File: src/rtl/alu_control_fsm.sv
// Multi-cycle ALU control unit: fetch/decode/exec/writeback sequencing,
// ALU select and operand muxing, register-file strobes and program counter.
module alu_control_fsm #(
  parameter int REG_RD_CYC = 2,
  parameter int LAT_FWD    = 1,
  parameter int LAT_LOGIC  = 1,
  parameter int LAT_ADD    = 2,
  parameter int LAT_SHIFT  = 3
) (
  input  logic        clock,
  input  logic        reset,
  input  logic [31:0] instruction,
  input  logic        instr_valid,
  output logic        instr_ready,
  input  logic        zero,
  output logic [2:0]  alu_op,
  output logic        imm_sel,
  output logic        neg_sel,
  output logic [7:0]  shift_imm,
  output logic [7:0]  immediate,
  output logic [2:0]  read_reg1,
  output logic [2:0]  read_reg2,
  output logic [2:0]  write_reg,
  output logic        write_enable,
  output logic [31:0] pc,
  output logic        busy,
  output logic        illegal
);

  typedef enum logic [1:0] {
    FETCH, DECODE, EXEC, WB
  } state_t;

  state_t      state;
  logic [31:0] instr_q;
  logic [3:0]  cnt;
  logic        zero_q;
  logic        wr_q;
  logic        j_q;
  logic        beq_q;
  logic        ill_q;

  logic [2:0] d_alu;
  logic       d_imm;
  logic       d_neg;
  logic [2:0] d_type;
  logic       d_wr;
  logic       d_j;
  logic       d_beq;
  logic       d_ill;
  int         d_lat;

  always_comb begin
    d_alu  = 3'b000;
    d_imm  = 1'b0;
    d_neg  = 1'b0;
    d_type = 3'b000;
    d_wr   = 1'b0;
    d_j    = 1'b0;
    d_beq  = 1'b0;
    d_ill  = 1'b0;
    d_lat  = LAT_FWD;
    case (instr_q[31:24])
      8'h00: begin d_imm = 1'b1; d_wr = 1'b1; end
      8'h01: d_wr = 1'b1;
      8'h02: begin
        d_alu = 3'b001; d_wr = 1'b1; d_lat = LAT_ADD;
      end
      8'h03: begin
        d_alu = 3'b001; d_neg = 1'b1;
        d_wr  = 1'b1;   d_lat = LAT_ADD;
      end
      8'h04: begin
        d_alu = 3'b010; d_wr = 1'b1; d_lat = LAT_LOGIC;
      end
      8'h05: begin
        d_alu = 3'b011; d_wr = 1'b1; d_lat = LAT_LOGIC;
      end
      8'h06: d_j = 1'b1;
      8'h07: begin
        d_alu = 3'b001; d_neg = 1'b1;
        d_beq = 1'b1;   d_lat = LAT_ADD;
      end
      8'h08, 8'h09, 8'h0A, 8'h0B, 8'h0C: begin
        d_alu = 3'b100; d_imm = 1'b1;
        d_wr  = 1'b1;   d_lat = LAT_SHIFT;
        case (instr_q[27:24])
          4'h8:    d_type = 3'b000;
          4'h9:    d_type = 3'b001;
          4'hA:    d_type = 3'b011;
          4'hB:    d_type = 3'b101;
          default: d_type = 3'b100;
        endcase
      end
      default: d_ill = 1'b1;
    endcase
  end

  logic [31:0] off_ext;
  logic [31:0] pc_next;
  logic        taken;

  assign off_ext = {{22{instr_q[23]}}, instr_q[23:16], 2'b00};
  assign taken   = j_q | (beq_q & zero_q);
  assign pc_next = pc + 32'd4 + (taken ? off_ext : 32'd0);

  always_ff @(posedge clock or negedge reset) begin
    if (!reset) begin
      state        <= FETCH;
      instr_q      <= '0;
      cnt          <= '0;
      zero_q       <= 1'b0;
      wr_q         <= 1'b0;
      j_q          <= 1'b0;
      beq_q        <= 1'b0;
      ill_q        <= 1'b0;
      instr_ready  <= 1'b1;
      alu_op       <= '0;
      imm_sel      <= 1'b0;
      neg_sel      <= 1'b0;
      shift_imm    <= '0;
      immediate    <= '0;
      read_reg1    <= '0;
      read_reg2    <= '0;
      write_reg    <= '0;
      write_enable <= 1'b0;
      pc           <= '0;
      busy         <= 1'b0;
      illegal      <= 1'b0;
    end else begin
      case (state)
        FETCH: begin
          if (instr_valid) begin
            instr_q     <= instruction;
            instr_ready <= 1'b0;
            busy        <= 1'b1;
            state       <= DECODE;
          end
        end
        DECODE: begin
          alu_op    <= d_alu;
          imm_sel   <= d_imm;
          neg_sel   <= d_neg;
          shift_imm <= {d_type, 2'b00, instr_q[2:0]};
          immediate <= instr_q[7:0];
          read_reg1 <= instr_q[10:8];
          read_reg2 <= instr_q[2:0];
          write_reg <= instr_q[18:16];
          wr_q      <= d_wr;
          j_q       <= d_j;
          beq_q     <= d_beq;
          ill_q     <= d_ill;
          zero_q    <= 1'b0;
          cnt       <= 4'(REG_RD_CYC + d_lat - 1);
          // Jumps and undefined opcodes never touch the ALU.
          if (d_j || d_ill) begin
            illegal <= d_ill;
            state   <= WB;
          end else begin
            state <= EXEC;
          end
        end
        EXEC: begin
          if (cnt == 4'd0) begin
            zero_q       <= zero;
            write_enable <= wr_q;
            illegal      <= ill_q;
            state        <= WB;
          end else begin
            cnt <= cnt - 4'd1;
          end
        end
        WB: begin
          pc           <= pc_next;
          write_enable <= 1'b0;
          illegal      <= 1'b0;
          busy         <= 1'b0;
          instr_ready  <= 1'b1;
          state        <= FETCH;
        end
        default: state <= FETCH;
      endcase
    end
  end

endmodule

File: config.mk
export PLATFORM = sky130hd
export DESIGN_NAME = alu_control_fsm
export DESIGN_NICKNAME = d
export VERILOG_FILES = /design/src/rtl/alu_control_fsm.sv
export SDC_FILE = /design/constraint.sdc
export NUM_CORES = 1
export LEC_CHECK = 0
export CORE_UTILIZATION = 35
export DETAILED_ROUTE_END_ITERATION = 10
export PLACE_DENSITY = 0.67
export SYNTH_ARGS = -nofsm -noshare
export SYNTH_HDL_FRONTEND = slang
export SYNTH_SLANG_ARGS = --single-unit
File: constraint.sdc
create_clock -name clock -period 3.65 [get_ports clock]
set_clock_uncertainty 0.05 [all_clocks]
set_input_delay 0.73 -clock clock [delete_from_list [all_inputs] [get_ports clock]]
set_output_delay 0.73 -clock clock [all_outputs]
set_load 0.005 [all_outputs]
==> flow_summary.json, run 1 <==
{
  "die_w_um": 132,
  "yosysTopAreaCell": "dfrtp_1",
  "clk_pin_slew_ns": 0.07,
  "drv_cap": 0,
  "finalSetupViolCount": 0,
  "power_w": 0.00471,
  "die_h_um": 132,
  "critical-path-top-delay-family": "compound AO/OA/AOI/OAI gates",
  "largest_register_ffs": 30,
  "leakagePower_nw": 3.52,
  "drive_above_1_share_pct": 19.5,
  "drt-initial-drc-count": 340,
  "htreeDepth": 3,
  "ys_warn_count": 0,
  "n_antenna_cell": 0,
  "fillers": 1556,
  "first_pass_iters": 4,
  "yosysSeqAreaShare_pct": 39.5,
  "start_kind": "register",
  "largest-register": "pc",
  "path_cells": "nand2_1, nand2_2, buf_6, buf_4, and2_1, ha_1, ha_4, a21o_2, a221o_1, a31oi_4, o21ai_2, a221oi_2, o21ai_2, o21ai_1, or3b_1",
  "p_per_area_nw_per_um2": 618,
  "fin_crit_ns": 3.48,
  "grt_pass1_wl_um": 23800,
  "cts_tree": "built",
  "cp_max_fo": 4,
  "grt_max_degree": 84,
  "start_util_pct": 35.9,
  "maxSlewHeadroom_pct": 28.6,
  "syn-mean-instance-area_um2": 10.0,
  "grt.total_usage_pct": 16.9,
  "p_sw_w": 0.00167,
  "synth_seq_cells": 94,
  "postSynth.asyncResetShare_pct": 100,
  "crit_path_frequent_cell": "o21ai_2",
  "synth.top_cell.area_share_pct": 39.1,
  "power_frac_comb_pct": 43.1,
  "fp.dieArea_um2": 17500,
  "hold_class": "register to register",
  "crit_slowest_cell": "dfrtp_1",
  "fin_nets": 776,
  "max_freq_mhz": 287,
  "internal_power_w": 0.00303,
  "final_hold_viol_count": 0,
  "finalMaxSlewViolations": 0,
  "largestRegisters": "pc (30), instr_q (27), immediate (8)",
  "slowest_delay_ns": 0.40,
  "gp_congestion": 0.889,
  "layout_common_cells": "93 x dfrtp_1, 91 x clkdlybuf4s50_1, 64 x mux2_2",
  "synth_flop_cell": "dfrtp_1",
  "grt_overflow": 0,
  "crit_buf_inv": 2,
  "arrival_ns": 3.66,
  "critPathKind": "register to register",
  "switching_share_pct": 35.5,
  "hpwl_um": 10400,
  "portBuffers": 92,
  "cts_buffers": 9,
  "core-area_um2": 16600,
  "endpoint_kind": "register",
  "cts-root-buf": "clkbuf_16",
  "cts_sinks": 94,
  "synth_area_leaders": "dfrtp_1 39%, mux2_2 12%, ha_1 9.7%",
  "area_growth_pct": 27.8,
  "antenna_found_initial": 0,
  "syn_inst": 595,
  "grt_pass1_vias": 4891,
  "via_per_inst": 5.18,
  "status": "completed",
  "fin_crit_sh_pct": 95.5,
  "row_count": 47,
  "crit_required_ns": 3.83,
  "synth-edff-count": 0,
  "clockBufferDepth": 2,
  "p_seq_share_pct": 37.0,
  "worstMarginPinSlew_ns": 1.07,
  "peakVddDrop_mv": 0.380,
  "drcViolationCount": 0,
  "drt-total-wl_um": 14200,
  "yosysUniqueCellTypes": 65,
  "vias": 4753,
  "synth_area_um2": 5960,
  "ant_nets": 0,
  "io_pins": 102,
  "p_clk_share_pct": 19.9,
  "utilization_pct": 45.9,
  "insertion_delay_ns": 0.35,
  "final_common_cell": "dfrtp_1",
  "post_drt_wl_per_cell_um": 15.5
}
[through the flow]
stage	TNS (ns)	worst slack [ns]	instance area, µm²	instances	hold slack [ns]
final	0	0.165	7610	918	0.449
after global routing	-0.0485	-0.0421	7610	918	0.473
after floorplan	0	0.0432	5970	598	0.384
after CTS	0	0.0358	7500	916	0.451
after global placement	0	0.0240	7170	896	0.430
after detailed placement	-0.0821	-0.0583	7170	896	0.436
[cell families after synthesis]
kind of cell,synth area share [%]
AOI/OAI and AO/OA,15.5
xor gates and xnor gates,5.59
adders and majority gates,10.0
buffers and inverters,5.06
DFF,39.5
muxes,12.4
other,0.0629
and+or+nand+nor,11.8
[layer usage]
layer	routed length, µm	part of all wire, %	GRT usage (%)
met1	6510	46	21.2
met2	6600	46	27.6
met4	166	1.2	4.92
met3	932	6.6	5.48
met5	0	0	0
[worst paths after layout]
kind                       slack [ns]  depth (start not counted)                      end                     from
setup / recovery                 0.17                         15       pc[30]$_DFFE_PN0P_       zero_q$_DFFE_PN0P_
hold / removal                   0.45                          1  instr_q[22]$_DFFE_PN0P_  instr_q[22]$_DFFE_PN0P_
setup reg to reg                 0.17                         15       pc[30]$_DFFE_PN0P_       zero_q$_DFFE_PN0P_
hold reg to reg                  0.45                          1  instr_q[22]$_DFFE_PN0P_  instr_q[22]$_DFFE_PN0P_
max in group asynchronous        2.23                          2   instr_q[6]$_DFFE_PN0P_                    reset
min in group asynchronous        0.47                          1       pc[20]$_DFFE_PN0P_                    reset
[area by class of cell]
cell class	instances	area (µm²)	area share [%]
clock inverters	7	62.6	0.822
flip-flops and latches	94	2350	30.9
inverters	34	128	1.68
multi-input cells	434	3420	45.0
well taps	220	275	3.62
clock buffers	9	225	2.96
repair buffers	120	1140	15.0
[power groups by stage]
stage | combinational [W] | clock, W | sequential [W]
after detailed placement | 0.00199 | 0 | 0.00175
after floorplan | 0.00128 | 0 | 0.00166
final | 0.00203 | 0.000935 | 0.00174
after global placement | 0.00194 | 0 | 0.00173
after global routing | 0.00225 | 0.000995 | 0.00180
after CTS | 0.00201 | 0.000955 | 0.00174
[synth_stat cells (2+ instances only)]
cell type	instances
a211o_1	2
a211oi_1	7
a21o_1	15
a21oi_1	32
a221oi_1	2
a22o_1	2
a31oi_1	4
a41o_1	2
and2_1	8
and3_1	17
and3_2	2
buf_1	5
buf_4	10
clkbuf_1	20
dfrtp_1	93
ha_1	46
inv_1	33
mux2_2	64
mux2i_1	2
nand2_1	37
nand3_1	12
nand3b_1	2
nand4_1	5
nor2_1	26
nor2b_1	5
nor3_1	13
nor4_1	2
o211ai_1	2
o21a_1	3
o21ai_0	30
o21ai_1	3
o21ai_2	3
o21bai_1	5
o22ai_1	8
o311ai_1	2
o31ai_1	4
or3_1	3
xnor2_1	30
xor2_1	8
[repair_timing]
item                                    CTS  global route
hold buffers                              0             0
endpoints found under the setup margin    4            11
gates resized for setup                   2            18
buffers inserted                          4             2
pin swaps                                 2            10
Note: power is estimated with default switching activity, not from simulation.
==> run 2: changes to the inputs <==
- ABC_AREA: default -> 1
- CAP_MARGIN: default -> 0
- CORE_ASPECT_RATIO: default -> 1.2
- PLACE_DENSITY: 0.67 -> 0.66
==> flow_summary.json, run 2 <==
{
  "status": "finished with violations",
  "violations": "design-rule violations",
  "critPathKind": "register to register",
  "drt-initial-drc-count": 252,
  "syn-mean-instance-area_um2": 6.78,
  "layout_common_cells": "355 x nand2_1, 131 x inv_1, 102 x nor2_1",
  "cts_buffers": 9,
  "fin_crit_ns": 3.08,
  "crit_buf_inv": 3,
  "cts_tree": "built",
  "switching_share_pct": 44.9,
  "largestRegisters": "pc (30), instr_q (27), immediate (8)",
  "p_seq_share_pct": 29.5,
  "synthTopCellsByCount": "355 x nand2_1, 131 x inv_1, 102 x nor2_1, 93 x dfrtp_1, 54 x nand3_1",
  "max_freq_mhz": 324,
  "finalSetupViolCount": 0,
  "path_cells": "nand2_1, nand2_2, nand2_1, clkinv_1, buf_4, ha_1, ha_1, nand2_1, inv_1, a21oi_1, o21bai_1, a21oi_1, nand2_1, nand3_1, nand2_1",
  "dp.cells": 1240,
  "yosysSeqAreaShare_pct": 36.8,
  "n_antenna_cell": 0,
  "grt.total_usage_pct": 18.8,
  "synth_seq_cells": 94,
  "power_w": 0.00621,
  "synth_flop_cell": "dfrtp_1",
  "synth_top_family_by_area": "simple AND/OR/NAND/NOR gates",
  "crit_required_ns": 3.84,
  "cp_max_fo": 19,
  "cts_sinks": 94,
  "postSynth.asyncResetShare_pct": 100,
  "rsz0062_at_grt": "false",
  "drt-total-wl_um": 16400,
  "die_h_um": 150,
  "insertion_delay_ns": 0.35,
  "synth-edff-count": 0,
  "p_sw_w": 0.00279,
  "critical-path-top-delay-family": "simple AND/OR/NAND/NOR gates",
  "drcViolationCount": 5,
  "fin_cells": 1256,
  "fin_nets": 1114,
  "place_ws_ns": 0.571,
  "antenna_found_initial": 0,
  "synth-xor-area-share_pct": 1.23,
  "synth_area_leaders": "dfrtp_1 36%, nand2_1 21%, ha_1 9.0%",
  "maxSlewHeadroom_pct": 50.2,
  "p_per_area_nw_per_um2": 800,
  "grt_pass1_wl_um": 28100,
  "grt_pass1_vias": 5935,
  "synth.top_cell.area_share_pct": 36.4,
  "crit_path_frequent_cell": "nand2_1",
  "power_frac_comb_pct": 55.9,
  "fillers": 1822,
  "synthMuxAreaShare_pct": 0,
  "synth_area_um2": 6390,
  "row_count": 53,
  "drv_cap": 0,
  "grt_max_degree": 57,
  "finalMaxSlewViolations": 0,
  "drive_above_1_share_pct": 3.76,
  "grt_overflow": 0,
  "synth.most_common_cell": "nand2_1",
  "io_pins": 102,
  "hpwl_um": 12500,
  "fin_ws_ns": 0.566,
  "area_growth_pct": 21.5,
  "fin_crit_sh_pct": 84.5,
  "synth-simple-area-share_pct": 34.0,
  "largest_register_ffs": 30,
  "die_w_um": 125,
  "syn_inst": 943,
  "portBuffers": 92,
  "setup_tns_ns": 0,
  "ant_nets": 0,
  "p_clk_share_pct": 14.6,
  "ys_warn_count": 0,
  "fp.dieArea_um2": 18800,
  "hold_class": "input port to async pin",
  "htreeDepth": 3,
  "yosys.area_share.adder_pct": 9.31,
  "clockBufferDepth": 2,
  "stdcell_area_um2": 7770,
  "place_area_um2": 7500,
  "gp_congestion": 0.945,
  "ctsHoldBuffers": 0,
  "worstMarginPinSlew_ns": 0.747,
  "synth_compound_gate_area_share_pct": 7.83,
  "post_cts_buffers": 0,
  "final_hold_viol_count": 0,
  "post_cts_resized": 0,
  "cts-root-buf": "clkbuf_16",
  "slowest_delay_ns": 0.39,
  "largest-register": "pc",
  "start_kind": "register",
  "clk_pin_slew_ns": 0.07,
  "endpoint_kind": "register",
  "internal_power_w": 0.00343,
  "first_pass_iters": 9,
  "start_util_pct": 36.1,
  "yosysTopAreaCell": "dfrtp_1",
  "core-area_um2": 17700,
  "crit_slowest_cell": "dfrtp_1",
  "yosysUniqueCellTypes": 39,
  "arrival_ns": 3.28,
  "leakagePower_nw": 4.22,
  "final_common_cell": "nand2_1",
  "peakVddDrop_mv": 0.383,
  "vias": 5912,
  "post_drt_wl_per_cell_um": 13.1,
  "via_per_inst": 4.71
}
==> run 2: cell type report <==
type / count / area (µm²) / area share, %
multi-input combinational: 689 / 3360 / 43.3
clock buffer: 11 / 233 / 3.00
sequential: 94 / 2350 / 30.3
inverter: 134 / 503 / 6.47
timing repair buffer: 103 / 1000 / 12.9
tap: 220 / 275 / 3.54
clock inverter: 5 / 41.3 / 0.531
==> run 2: routing by layer <==
metal	wire length (µm)	part of all wire (%)	vias up	GRT usage [%]
met4	434	2.6	0	7.20
met3	918	5.6	28	4.40
met2	7730	47	138	32.5
li1	-	-	3097	-
met1	7360	45	2649	22.6
met5	0	0	-	0
==> run 2: power groups by stage <==
stage / sequential (W) / combinational (W) / clock, W
detailed placement: 0.00185 / 0.00349 / 0
CTS: 0.00184 / 0.00351 / 0.000933
floorplan: 0.00179 / 0.00232 / 0
finish: 0.00183 / 0.00347 / 0.000909
global placement: 0.00184 / 0.00344 / 0
global route: 0.00190 / 0.00400 / 0.000975
==> run 2: stage by stage <==
stage,hold WS (ns),utilization (%)
after detailed placement,0.412,42.3
final,0.387,43.9
after floorplan,0.384,-
after global placement,0.406,42.3
after CTS,0.430,43.9
after global routing,0.444,43.9
==> run 2: path summary, 6_finish.rpt <==
kind,from,to,slack (ns),depth (start not counted)
min in group clock,instr_q[1]$_DFFE_PN0P_,immediate[1]$_DFFE_PN0P_,0.43,2
max in group asynchronous,reset,beq_q$_DFFE_PN0P_,2.38,2
worst max register to register,zero_q$_DFFE_PN0P_,pc[19]$_DFFE_PN0P_,0.57,15
worst min register to register,instr_q[1]$_DFFE_PN0P_,immediate[1]$_DFFE_PN0P_,0.43,2
worst max-delay path,zero_q$_DFFE_PN0P_,pc[19]$_DFFE_PN0P_,0.57,15
worst min-delay path,reset,pc[21]$_DFFE_PN0P_,0.39,1
==> run 2: cells by family (layout without fill, tap and decap cells) <==
group                      Yosys count  count (layout)
AOI/OAI and AO/OA                   90              90
and+or+nand+nor                    539             539
adders and majority gates           47              47
DFF                                 94              94
buffers and inverters              163             253
xor gates and xnor gates             9               9
other                                1               4
==> run 3: changes to the inputs <==
- clock period: 3.65 -> 2.7 ns (I/O delays scaled with it)
==> flow_summary.json, run 3 (synthesized netlist as in run 2, its figures left out) <==
{
  "finalSetupViolCount": 0,
  "peakVddDrop_mv": 0.429,
  "drcViolationCount": 6,
  "final_hold_viol_count": 0,
  "cts_sinks": 94,
  "dp.cells": 1268,
  "crit_required_ns": 2.90,
  "hpwl_um": 13000,
  "finalMaxSlewViolations": 0,
  "drv_cap": 0,
  "final_common_cell": "nand2_1",
  "violations": "design-rule violations",
  "setup_tns_ns": 0,
  "fin_crit_ns": 2.59,
  "p_per_area_nw_per_um2": 1120,
  "drt-initial-drc-count": 245,
  "first_pass_iters": 9,
  "start_kind": "register",
  "endpoint_kind": "register",
  "area_growth_pct": 36.9,
  "start_util_pct": 36.1,
  "io_pins": 102,
  "ctsHoldBuffers": 0,
  "die_h_um": 150,
  "fp.dieArea_um2": 18800,
  "maxSlewHeadroom_pct": 63.5,
  "cp_max_fo": 4,
  "insertion_delay_ns": 0.35,
  "grt.total_usage_pct": 19.2,
  "status": "finished with violations",
  "grt_max_degree": 40,
  "vias": 6051,
  "rsz0062_at_grt": "true",
  "max_freq_mhz": 387,
  "antenna_found_initial": 0,
  "largest_register_ffs": 30,
  "hold_class": "input port to async pin",
  "clockBufferDepth": 2,
  "core-area_um2": 17700,
  "layout_common_cells": "326 x nand2_1, 122 x inv_1, 93 x dfrtp_1",
  "cts_buffers": 9,
  "drt-total-wl_um": 17600,
  "htreeDepth": 3,
  "fin_crit_sh_pct": 95.8,
  "row_count": 53,
  "largestRegisters": "pc (30), instr_q (27), immediate (8)",
  "grt_overflow": 0,
  "portBuffers": 92,
  "fin_cells": 1297,
  "via_per_inst": 4.67,
  "fin_ws_ns": 0.114,
  "largest-register": "pc",
  "grt_pass1_vias": 5950,
  "clk_pin_slew_ns": 0.08,
  "cts_tree": "built",
  "n_antenna_cell": 0,
  "gp_congestion": 0.935,
  "critPathKind": "register to register",
  "place_ws_ns": -0.0818,
  "die_w_um": 125,
  "fin_nets": 1155,
  "post_drt_wl_per_cell_um": 13.6,
  "leakagePower_nw": 4.53,
  "ant_nets": 0,
  "worstMarginPinSlew_ns": 0.548,
  "cts-root-buf": "clkbuf_16",
  "grt_pass1_wl_um": 28400,
  "arrival_ns": 2.79,
  "power_w": 0.00985,
  "drive_above_1_share_pct": 17.7
}
run 3: path summary, 6_finish.rpt:
path	from	to	slack [ns]	depth (start not counted)
worst max register to register	zero_q$_DFFE_PN0P_	pc[27]$_DFFE_PN0P_	0.11	17
worst min register to register	write_enable$_DFFE_PN0P_	write_enable$_DFFE_PN0P_	0.42	2
max in group asynchronous	reset	immediate[0]$_DFFE_PN0P_	1.77	2
worst min-delay path	reset	pc[11]$_DFFE_PN0P_	0.10	1
worst max-delay path	zero_q$_DFFE_PN0P_	pc[27]$_DFFE_PN0P_	0.11	17
min in group clock	write_enable$_DFFE_PN0P_	write_enable$_DFFE_PN0P_	0.42	2
run 3: final cells by class:
cell class              instances  area [µm²]
well taps                     220         275
clock buffers                  10         229
multi-input cells             689        3980
flip-flops and latches         94        2350
inverters                     134         509
clock inverters                 6        77.6
fillers                      1738        8950
repair buffers                144        1340
run 3: per-layer routing:
metal / up-vias / wire (µm) / part of all wire [%] / track usage, %
met2: 115 / 8870 / 50 / 35.0
met1: 2743 / 7660 / 44 / 22.4
li1: 3171 / - / - / -
met3: 22 / 752 / 4.3 / 4.11
met4: 0 / 310 / 1.8 / 5.85
met5: - / 0 / 0 / 0
run 3: stage by stage:
stage	area, µm²	utilization (%)	hold slack, ns
6_report	8760	49.5	0.103
5_1_grt	8760	49.5	0.146
4_1_cts	8100	45.7	0.129
3_5_place_dp	7720	43.6	0.408
3_3_place_gp	7720	43.6	0.405
2_1_floorplan	6410	-	0.194
run 3: critical path: stages, from the launching register on:
cell and delay (ns):
dfrtp_1 0.39, nand2_1 0.09, nand2_2 0.10, nand2_4 0.10
buf_6 0.10, clkinvlp_4 0.11, buf_4 0.16, ha_4 0.27
ha_4 0.21, nand2_2 0.11, inv_1 0.06, a21oi_2 0.16
buf_4 0.13, nor2_1 0.03, nor2_1 0.14, nand4_1 0.12
nand3_1 0.09, nand2_1 0.05
run 3: what timing repair did:
action | 4_1_cts | 5_1_grt
gates resized for setup | 11 | 126
pin swaps | 1 | 37
setup buffers | 0 | 13
endpoints found under the hold margin | 0 | 0
endpoints found under the setup margin | 5 | 21
gates cloned | 0 | 0
run 3: power breakdown:
group | total (W) | internal [W] | switching, W
Combinational | 0.00600 | 0.00275 | 0.00325
Sequential | 0.00250 | 0.00203 | 0.000471
Clock | 0.00135 | 0.000738 | 0.000614
Total | 0.00985 | 0.00551 | 0.00433
